## src/rtl/vid_pkg.sv

```systemverilog
// Shared widths, reset threshold and FSM encoding for the adaptive video binarizer.
package vid_pkg;
    localparam int SUM_W = 26;
    localparam int CNT_W = 18;
    localparam logic [7:0] DEFAULT_THRESH = 8'd150;

    typedef enum logic [1:0] {IDLE, ACCUM, DIVIDE, UPDATE} state_t;
endpackage

```

## src/rtl/serial_divider.sv

```systemverilog
// Restoring divider, one quotient bit per cycle: SUM_W-bit dividend by CNT_W-bit divisor.
// done pulses for one cycle once the last bit has been resolved; abort drops the operation.
module serial_divider import vid_pkg::*; (
    input  logic             clk,
    input  logic             reset,
    input  logic             start,
    input  logic             abort,
    input  logic [SUM_W-1:0] dividend,
    input  logic [CNT_W-1:0] divisor,
    output logic             done,
    output logic [SUM_W-1:0] quotient
);
    localparam int BC_W = $clog2(SUM_W);

    logic [CNT_W-1:0] rem_q;
    logic [CNT_W-1:0] dvs_q;
    logic [BC_W-1:0]  bit_cnt;
    logic             busy;
    logic [CNT_W:0]   trial;
    logic [CNT_W:0]   diff;

    // quotient doubles as the dividend shift register; remainder stays below divisor so the borrow is diff's MSB
    assign trial = {rem_q, quotient[SUM_W-1]};
    assign diff  = trial - {1'b0, dvs_q};

    always_ff @(posedge clk or posedge reset) begin
        if (reset) begin
            rem_q    <= '0;
            dvs_q    <= '0;
            bit_cnt  <= '0;
            busy     <= 1'b0;
            done     <= 1'b0;
            quotient <= '0;
        end else begin
            done <= 1'b0;
            if (abort) begin
                busy <= 1'b0;
            end else if (start) begin
                quotient <= dividend;
                dvs_q    <= divisor;
                rem_q    <= '0;
                bit_cnt  <= '0;
                busy     <= 1'b1;
            end else if (busy) begin
                if (!diff[CNT_W]) begin
                    rem_q    <= diff[CNT_W-1:0];
                    quotient <= {quotient[SUM_W-2:0], 1'b1};
                end else begin
                    rem_q    <= trial[CNT_W-1:0];
                    quotient <= {quotient[SUM_W-2:0], 1'b0};
                end
                bit_cnt <= bit_cnt + BC_W'(1);
                if (bit_cnt == BC_W'(SUM_W - 1)) begin
                    busy <= 1'b0;
                    done <= 1'b1;
                end
            end
        end
    end
endmodule

```

## src/rtl/video_adaptive_binarizer.sv

```systemverilog
// Binarizes grey pixels against a per-frame threshold with one cycle of latency.
// ADAPTIVE_THRESH_EN: threshold tracks the previous frame's mean (+offset); otherwise fixed.
module video_adaptive_binarizer #(
    parameter logic [7:0]  DEFAULT_THRESH = vid_pkg::DEFAULT_THRESH,
    parameter logic [7:0]  THRESH_OFFSET  = 8'd0,
    parameter logic [17:0] MIN_PIXELS     = 18'd1024
) (
    input  logic       clk,
    input  logic       reset,
    input  logic       video_frame_valid,
    input  logic       video_line_valid,
    input  logic       video_data_valid,
    input  logic [7:0] video_data_in,
    output logic       video_frame_valid_out,
    output logic       video_line_valid_out,
    output logic       video_data_valid_out,
    output logic [7:0] video_data_out,
    output logic [7:0] threshold_out,
    output logic       thresh_valid
);
    import vid_pkg::*;

    logic       armed;
    logic [7:0] thr_eff;

    // armed rises once frame_valid is seen low, so a reset released mid-frame stays silent until the next frame
    always_ff @(posedge clk or posedge reset) begin
        if (reset) begin
            armed                 <= 1'b0;
            video_frame_valid_out <= 1'b0;
            video_line_valid_out  <= 1'b0;
            video_data_valid_out  <= 1'b0;
            video_data_out        <= 8'h00;
            threshold_out         <= DEFAULT_THRESH;
        end else begin
            armed                 <= armed | ~video_frame_valid;
            video_frame_valid_out <= video_frame_valid & armed;
            video_line_valid_out  <= video_line_valid & armed;
            video_data_valid_out  <= video_data_valid & armed;
            video_data_out        <= (video_data_valid && armed && (video_data_in > thr_eff)) ? 8'hFF : 8'h00;
            threshold_out         <= thr_eff;
        end
    end

`ifdef ADAPTIVE_THRESH_EN
    state_t           state, state_nx;
    logic             rise, fall;
    logic             div_start, div_abort, div_done;
    logic [SUM_W-1:0] sum_q, quotient;
    logic [CNT_W-1:0] cnt_q;
    logic [SUM_W:0]   sum_add;
    logic [7:0]       next_thr, next_thr_d, q_clamp;
    logic [8:0]       thr_sum;

    assign rise       = video_frame_valid & ~video_frame_valid_out & armed;
    assign fall       = ~video_frame_valid & video_frame_valid_out;
    assign sum_add    = {1'b0, sum_q} + (SUM_W+1)'(video_data_in);
    assign q_clamp    = (|quotient[SUM_W-1:8]) ? 8'hFF : quotient[7:0];
    assign thr_sum    = {1'b0, q_clamp} + {1'b0, THRESH_OFFSET};
    assign next_thr_d = (state == UPDATE) ? (thr_sum[8] ? 8'hFF : thr_sum[7:0]) : next_thr;
    // between frames the pending threshold is shown; inside a frame the value latched at its rise holds
    assign thr_eff    = (rise || !video_frame_valid) ? next_thr_d : threshold_out;

    always_ff @(posedge clk or posedge reset) begin
        if (reset) state <= IDLE;
        else       state <= state_nx;
    end

    always_comb begin
        state_nx  = state;
        div_start = 1'b0;
        div_abort = 1'b0;
        case (state)
            IDLE:   if (rise) state_nx = ACCUM;
            ACCUM:  if (fall) begin
                        if (cnt_q >= MIN_PIXELS) begin
                            state_nx  = DIVIDE;
                            div_start = 1'b1;
                        end else begin
                            state_nx  = IDLE;
                        end
                    end
            DIVIDE: if (rise) begin
                        state_nx  = ACCUM;
                        div_abort = 1'b1;
                    end else if (div_done) begin
                        state_nx  = UPDATE;
                    end
            UPDATE: state_nx = rise ? ACCUM : IDLE;
            default: state_nx = IDLE;
        endcase
    end

    always_ff @(posedge clk or posedge reset) begin
        if (reset) begin
            sum_q        <= '0;
            cnt_q        <= '0;
            next_thr     <= DEFAULT_THRESH;
            thresh_valid <= 1'b0;
        end else begin
            next_thr <= next_thr_d;
            if (state == UPDATE) thresh_valid <= 1'b1;
            if (rise) begin
                sum_q <= '0;
                cnt_q <= '0;
            end else if (state == ACCUM && video_frame_valid && video_data_valid) begin
                sum_q <= sum_add[SUM_W] ? '1 : sum_add[SUM_W-1:0];
                if (!(&cnt_q)) cnt_q <= cnt_q + CNT_W'(1);
            end
        end
    end

    serial_divider u_div (
        .clk      (clk),
        .reset    (reset),
        .start    (div_start),
        .abort    (div_abort),
        .dividend (sum_q),
        .divisor  (cnt_q),
        .done     (div_done),
        .quotient (quotient)
    );
`else
    logic unused_cfg;

    assign unused_cfg   = ^{THRESH_OFFSET, MIN_PIXELS};
    assign thr_eff      = DEFAULT_THRESH;
    assign thresh_valid = 1'b0;
`endif
endmodule

```

## config.mk

```make
export PLATFORM = sky130hd
export DESIGN_NAME = video_adaptive_binarizer
export DESIGN_NICKNAME = d
export VERILOG_FILES = /design/src/rtl/vid_pkg.sv /design/src/rtl/serial_divider.sv /design/src/rtl/video_adaptive_binarizer.sv
export SDC_FILE = /design/constraint.sdc
export NUM_CORES = 1
export LEC_CHECK = 0
export CORE_AREA = 2 2 39 41
export DETAILED_ROUTE_END_ITERATION = 8
export DIE_AREA = 0 0 41 43
export PLACE_DENSITY = 0.68
export SLEW_MARGIN = 20
export SYNTH_ARGS = -nofsm -noshare
export SYNTH_HDL_FRONTEND = slang
export SYNTH_SLANG_ARGS = --single-unit
```

## constraint.sdc

```tcl
create_clock -name clk -period 2.3 [get_ports clk]
set_clock_uncertainty 0.15 [all_clocks]
set_input_delay 0.69 -clock clk [delete_from_list [all_inputs] [get_ports clk]]
set_output_delay 0.69 -clock clk [all_outputs]
set_load 0.02 [all_outputs]
```

==> results of run 1 <==
-- logic make-up after synthesis --
| family | after synthesis | share of synthesized area |
|---|---|---|
| compound gates | 2 | 0.05643 |
| other cells | 2 | 0.02420 |
| flops | 5 | 0.4032 |
| buf+inv | 17 | 0.3992 |
| simple gates | 6 | 0.1170 |
-- where the power goes --
part / leakage (nW) / switching [mW] / internal (mW) / total, mW
registers: 0.0568 / 0.00239 / 0.0920 / 0.0944
clock network: 0.0150 / 0.0322 / 0.0654 / 0.0976
logic: 0.136 / 0.0370 / 0.0380 / 0.0751
-- worst paths after layout --
path	slack [ns]	startpoint	depth (start not counted)	end
min	0.37	armed	1	armed
max in group asynchronous	1.33	reset	2	armed
min in group asynchronous	0.50	reset	2	video_line_valid_out
max	0.14	video_data_out[6]	1	video_data_out[1]
max reg2reg	1.49	armed	1	armed
min reg2reg	0.37	armed	1	armed
-- sequential cells by signal, summed over array words and instances, names as in the netlist --
register and cells:
video_data_valid_out 1, video_frame_valid_out 1, video_data_out 1, video_line_valid_out 1, armed 1
-- cells in the mapped netlist (all sizes together) --
library cell	number	area, sq um
buf	16	120.1
dfrtp	5	125.1
nand2b	1	6.260
a21oi	1	5.000
nand3	1	5.000
a211oi	1	12.51
and2	3	18.77
nand4	1	6.260
inv	1	3.750
conb	2	7.510
-- placed cells by master (no fill, tap or decap) --
cell type	Yosys	layout
sky130_fd_sc_hd__dfrtp_1	5	5
sky130_fd_sc_hd__inv_1	1	1
sky130_fd_sc_hd__nand3_1	1	1
sky130_fd_sc_hd__a211oi_2	1	1
sky130_fd_sc_hd__clkbuf_4	0	3
sky130_fd_sc_hd__a21oi_1	1	1
sky130_fd_sc_hd__clkdlybuf4s50_1	0	23
sky130_fd_sc_hd__nand2b_1	1	1
sky130_fd_sc_hd__and2_1	3	3
sky130_fd_sc_hd__nand4_1	1	1
sky130_fd_sc_hd__conb_1	2	9
sky130_fd_sc_hd__clkbuf_1	0	1
-- layer usage --
layer	up-vias	part of all wire	global-route usage
met1	100	0.33	0.06885
li1	109	-	-
met4	0	0	0.06000
met3	0	0.14	0.08377
met5	-	0	0
met2	21	0.53	0.09688
-- layout make-up --
cell class,count,area [sq um]
fill,140,890.9
clock buffer,4,26.28
inverter,1,3.754
multi-input combinational,17,87.58
timing repair buffer,23,230.2
tap,16,20.02
sequential,5,125.1
==> flow_results.org, run 1 <==
** Critical path
- Together, buffers and inverters on the worst path number 1.
- Kind of cell adding the most delay to the critical path :: buffers and inverters
- Ordered cell list for the critical path :: clkdlybuf4s50_1
- The slowest stage of the critical path belongs to the cell sky130_fd_sc_hd__clkdlybuf4s50_1.
- Max stage delay on crit path :: approximately 0.65 ns
- Element type at the critical path end :: output pin
- Arr. time, crit path :: between 1 and 1.5 ns
- The critical path is of the reg2out type.
- For the worst setup path, the data required time is 1.46 ns.
- The worst setup path is launched from a register.
- Along the worst path, the maximum fanout reaches 8.

** Global routing
- Via count of the first global-routing pass :: between 150 and 200
- Entering global routing, the biggest net connects 9 pins.
- Antenna violations before repair :: 0
- Aggregate global routing overflow :: 0
- Aggregate global-route resource usage :: 0.07778
- The first global-routing pass estimated ~790 microns of wire.

** STA
- Count of endpoints failing setup in the final report :: 0
- Setup slack on the critical path of the routed design comes to 0.1393 ns.
- The number of max-slew violations in the final report is 0.
- Timing would allow up to around 0.46 GHz.
- Dividing the final minimum period by the clock period gives 0.9394.
- The count of final hold-check violations came to 0.
- Unrepaired setup endpoints after global routing :: false
- Adding up every negative setup slack in the final design gives 0 ns.
- Minimum period implied by the final worst setup slack :: about 2.2 ns
- Worst Hold Slack :: 0.3749 ns

** Drt
- For this block, the initial DRC count from the detailed router was 2.
- Using the TritonRoute via totals, the vias-per-cell ratio works out to 3.485.
- Wire per inst :: 7.470 microns
- Router iterations before antenna repair :: 2
- DR vias :: 230
- For this run, design rule violations remaining after detail routing come to 0.
- Post-Route WL :: slightly below 500 microns
- The detail route stage leaves a number of antenna-violating nets equal to 0.

** Cells and area
- Layout Area Growth over Synthesis :: 58.87%
- At the end of the flow the core is filled with cells to 0.3562.
- Number of nets in the finished design :: 64
- After routing the design area is around 490 sq um.
- Leaving out filler cells and counting taps, the final layout contains 66.
- Fraction of final layout cells with drive strength greater than 1 :: 0.08000
- Final antenna diode count :: 0

** Synth
- Post-synthesis area per instance :: 9.697 sq um
- Synth warn :: 0
- The synthesized design contains 5 register bits.
- Synthesis instantiated 10 different standard cells from the library.
- The cell count after synthesis came out at 32.
- For this run, the register share of the synthesized area comes to 0.4032.
- Netlist area before placement :: just over 300 sq um

** Die
- The initialized floorplan defines 14 standard-cell rows.
- Die W :: 41 microns
- I/O pin count :: 33
- Placeable Area :: ~0.0014 sq mm
- Die Outline Area :: between 0.0015 and 0.002 sq mm
- Floorplan die height :: 43 microns
- The initial utilization of the core area, before any placement, comes to 0.2242.

** Place
- Count of placed standard cells including taps :: 62
- Worst setup slack after placement :: 0.3684 ns
- The placed instances occupy a cell area of around 470 sq um.
- Estimated wirelength of the detail-placed design :: 456.2 microns
- The congestion estimate from routability-driven global placement came to ~0.60.
- Buffers placed on the I/O ports in this run total 23.

** Clocking
- In this run the post-CTS setup repair buffer count came out at 0.
- Hold repair after CTS inserted 0 buffers.
- CTS tree :: built
- The clock passes through at most 2 buffers.
- Number of sinks driven by the clock tree :: 5
- Buffers inserted during clock tree synthesis total 3.
- # H-tree levels :: 1
- For the worst-skew pair, the clock arrives at the later sink with an insertion delay of 0.23 ns.
- Clk pin slew, worst setup/hold paths :: approximately 0.040 ns
- The cell sitting at the root of the clock tree is a sky130_fd_sc_hd__clkbuf_4.
- The number of gates resized after CTS was 0.

** Power and ir drop
- Leak pwr :: ~0.21 nW
- In this run the power density over the cells is approximately 540 mW/mm^2.
- Post-layout total power :: 0.2671 mW
- Peak VDD IR :: around 320 uV

** Hold path
- In this run the worst hold path is classified as reg2reg.

** Flow run
- The tool flagged a number of max-cap violations equal to 0.

** Status
- The flow ran to the end, and the final reports show no timing, DRC or antenna violations.
Power figures use the tool's default switching activity.
==> inputs of run 2 (changes only) <==
Settings changed: ABC_AREA set to 1, CELL_PAD_IN_SITES_DETAIL_PLACEMENT set to 2, CELL_PAD_IN_SITES_GLOBAL_PLACEMENT set to 2, CORE_AREA 2 2 39 41 to unset, CORE_MARGIN set to 2, CORE_UTILIZATION set to 13, DIE_AREA 0 0 41 43 to unset, PLACE_DENSITY 0.68 to unset, PLACE_DENSITY_LB_ADDON set to 0.1, SETUP_SLACK_MARGIN set to 0.3.
==> flow_results.org, run 2 <==
** Die
- Initial core utilization :: 0.1334 (-0.09079)
- Die Outline Area :: 0.002887 sq mm (+64%)
- Row count :: 18 (+4)
- The number of primary I/O pins was 33 (unchanged).
- The die height was 53.74 microns (+25%).
- The die extent in x is 53.74 microns (+31%).
- Placeable Area :: 0.002410 sq mm (+74%)

** Cells and area
- The number of inserted diodes was 0 (unchanged).
- The layout cell share with drive strength beyond 1 came to 0.1053 (+0.02526).
- Number of nets in the finished design :: 71 (+11%)
- The library cell used most frequently in the layout, excluding fill and tap cells, is sky130_fd_sc_hd__clkdlybuf4s50_1.
- The number of non-filler instances in the completed layout is 87 (+32%).
- Final instance area :: 511.7 sq um (+3.8%)
- Layout Area Growth over Synthesis :: 59.14%
- Number of filler instances in the final layout :: 291 (+110%)
- Most frequent cells in the layout :: 12 x sky130_fd_sc_hd__clkdlybuf4s50_1, 10 x sky130_fd_sc_hd__dlygate4sd2_1, 9 x sky130_fd_sc_hd__conb_1
- Utilization after layout :: 0.2124 (-0.1439)

** STA
- The number of max-slew violations in the final report was 0 (unchanged).
- Ratio of final minimum period to clock period :: 0.8035 (-0.1359)
- Setup ws final :: 0.4520 ns (+0.3127 ns)
- Setup repair after global routing left no endpoint under its margin.
- Final hold violations :: 0 (unchanged)
- The final setup TNS is 0 ns (unchanged).
- The timing-limited maximum frequency is 0.5411 GHz (+17%).
- The final critical-path required period was 1.848 ns (-0.3127 ns).
- The count of final setup violators is 0 (unchanged).

** Drt
- Wire per inst :: 7.172 microns (-4.0%)
- The final routed DRC violation total was 0 (unchanged).
- Antenna Violating Nets Remaining :: 0 (unchanged)
- DR vias :: 252 (+9.6%)
- The initial detailed-routing violation count is 0 (-2).
- The first-pass detailed-route iteration total came to 1 (-1).
- The sum of routed wire length over all layers came to 624 microns (+27%).
- Vias per Instance :: 2.897 (-17%)

** Clocking
- The number of hold buffers added after cts is 0 (unchanged).
- Maximum root-to-sink buffer count :: 2 (unchanged)
- Post-CTS Setup Bufs :: 0 (unchanged)
- The number of buffers created by CTS came to 3 (unchanged).
- The number of clock sinks seen by CTS came to 5 (unchanged).
- CTS tree :: built
- Clk pin slew, worst setup/hold paths :: 0.04 ns (about the same)
- The clock network latency to the later pin of the worst-skew pair was 0.23 ns (about the same).
- # H-tree levels :: 1 (unchanged)
- The tree is rooted in a sky130_fd_sc_hd__clkbuf_4.

** Synth
- Dominant cell type by area after synthesis :: sky130_fd_sc_hd__dfrtp_1
- The post-synthesis async set-or-reset flop share was 1.000 (unchanged).
- Ranked by total cell area, the synthesized netlist is headed by sky130_fd_sc_hd__dfrtp_1 39%, sky130_fd_sc_hd__buf_4 37%, sky130_fd_sc_hd__nand2_1 7.0%, sky130_fd_sc_hd__inv_1 5.8%, sky130_fd_sc_hd__a21oi_2 2.7%.
- The share of the synthesized area in the top cell type came to 0.3891 (-0.01412).
- Most common library cells after synthesis :: 16 x sky130_fd_sc_hd__buf_4, 6 x sky130_fd_sc_hd__nand2_1, 5 x sky130_fd_sc_hd__dfrtp_1, 5 x sky130_fd_sc_hd__inv_1, 2 x sky130_fd_sc_hd__conb_1
- The total of flip-flops plus latches after synthesis was 5 (unchanged).
- Predominant post-synthesis flop cell :: sky130_fd_sc_hd__dfrtp_1
- Post-Synthesis Cells :: 39 (+22%)
- The number of warnings printed during yosys synthesis is 0 (unchanged).
- The number of distinct library cells after synthesis was 10 (unchanged).
- Portion of the post-synthesis area used by sequential elements :: 0.3891 (-0.01412)
- Top-count cell post-synth :: sky130_fd_sc_hd__buf_4
- Netlist area before placement :: 321.6 sq um (+3.6%)
- Post-synthesis area per instance :: 8.245 sq um (-15%)
- The number of flops mapped to enable cells by yosys was 0 (unchanged).

** Critical path
- Arr. time, crit path :: 1.01 ns (-0.31 ns)
- Highest fanout seen on the critical path :: 8 (unchanged)
- The largest individual stage delay along the critical path comes from the cell sky130_fd_sc_hd__dfrtp_1.
- Category of the most critical setup path :: reg2out
- CP bufs+invs :: 1 (unchanged)
- The largest stage delay on the critical path came to 0.41 ns (-0.24 ns).
- The worst setup path is launched from a register.
- Grouping stages by cell kind, the critical path spends the most delay in flip-flops.
- The worst setup path is captured at an output pin.
- The data required time at the worst endpoint is 1.46 ns (about the same).
- Ordered cell list for the critical path :: dlygate4sd2_1

** Global routing
- The maximum number of pins on one net before global-route repair came to 9 (unchanged).
- The number of antenna violations at the first check in global routing is 0 (unchanged).
- Aggregate global-route resource usage :: 0.04971 (-0.02807)
- The overflow left after global routing was 0 (unchanged).
- The number of global-route vias before repair came to 240 (+33%).
- First-pass GRT wire length :: 924 microns (+18%)

** Power and ir drop
- Leak pwr :: 0.2894 nW (+39%)
- Pwr/cell area :: 510.8 mW/mm^2 (-5.7%)
- Peak VDD IR :: 122.4 uV (-61%)

** Place
- The placed cell area came to 495.5 sq um (+6.2%).
- Count of placed standard cells including taps :: 83 (+34%)
- Estimated wirelength of the detail-placed design :: 581.5 microns (+27%)
- Worst setup slack after placement :: 0.3621 ns (-0.006339 ns)
- Port Buffer Count :: 23 (unchanged)
- The routability congestion estimate from global placement is 0.5623 (-5.7%).

** Flow run
- Max-cap violations :: 0 (unchanged)

** Hold path
- In this run the worst hold path is classified as reg2reg.

** Status
- The flow ran to the end, and the final reports show no timing, DRC or antenna violations.
-- run 2: changes by cell type in the layout (fill, tap and decap cells not counted), moves of 3 or more --
| cell | previous run | this run |
|---|---|---|
| sky130_fd_sc_hd__and2_1 | 3 | 0 |
| sky130_fd_sc_hd__clkdlybuf4s50_1 | 23 | 12 |
| sky130_fd_sc_hd__dlygate4sd2_1 | 0 | 10 |
| sky130_fd_sc_hd__inv_1 | 1 | 5 |
| sky130_fd_sc_hd__nand2_1 | 0 | 6 |
-- run 2: routing by layer --
metal	global-route usage	part of all wire	vias up	routed length [microns]
li1	-	-	124	-
met1	0.04195	0.39	108	241
met2	0.07317	0.48	20	301
met3	0.03611	0.13	0	81
met4	0.05128	0	0	0
met5	0	0	-	0
-- run 2: report_power, final --
group / leakage (nW) / total (mW) / switching (mW) / internal, mW
Clock: 0.0150 / 0.0980 / 0.0327 / 0.0654
Sequential: 0.0568 / 0.0939 / 0.00195 / 0.0920
Combinational: 0.218 / 0.0694 / 0.0388 / 0.0307
Total: 0.289 / 0.261 / 0.0734 / 0.188
-- run 2: logic make-up (layout without fill, tap and decap cells) --
logic type	after synthesis	after routing	synth area share
simple gates	9	9	0.1167
buf+inv	22	33	0.4436
compound gates	1	1	0.02724
other cells	2	9	0.02336
flops	5	5	0.3891
-- run 2: through the flow --
step / hold slack, ns / power [mW]
floorplan: 0.3185 / 0.1510
global placement: 0.3593 / 0.1726
detailed placement: 0.3701 / 0.1728
CTS: 0.3817 / 0.2689
global route: 0.4245 / 0.2854
finish: 0.3679 / 0.2614
-- run 2: path summary, 6_finish.rpt --
kind                                         from                   end  slack, ns  depth (start not counted)
worst max-delay path            video_data_out[6]     video_data_out[5]       0.45                          1
worst min register to register              armed  video_line_valid_out       0.37                          2
worst max register to register              armed     video_data_out[6]       1.42                          4
max in group asynchronous                   reset     video_data_out[6]       1.32                          2
worst min-delay path                        armed  video_line_valid_out       0.37                          2
min in group asynchronous                   reset  video_line_valid_out       0.51                          2
-- run 2: repair_timing --
item | CTS | global route
endpoints found under the setup margin | 10 | 1
gates cloned | 0 | 0
gates resized for setup | 10 | 1
-- run 2: cell type report --
| cell class | instances | area, sq um | area share |
|---|---|---|---|
| Sequential cell | 5 | 125.1 | 0.2445 |
| Timing Repair Buffer | 23 | 220.2 | 0.4303 |
| Clock buffer | 4 | 26.28 | 0.05134 |
| Inverter | 6 | 22.52 | 0.04401 |
| Multi-Input combinational cell | 19 | 80.08 | 0.1565 |
| Tap cell | 30 | 37.54 | 0.07335 |
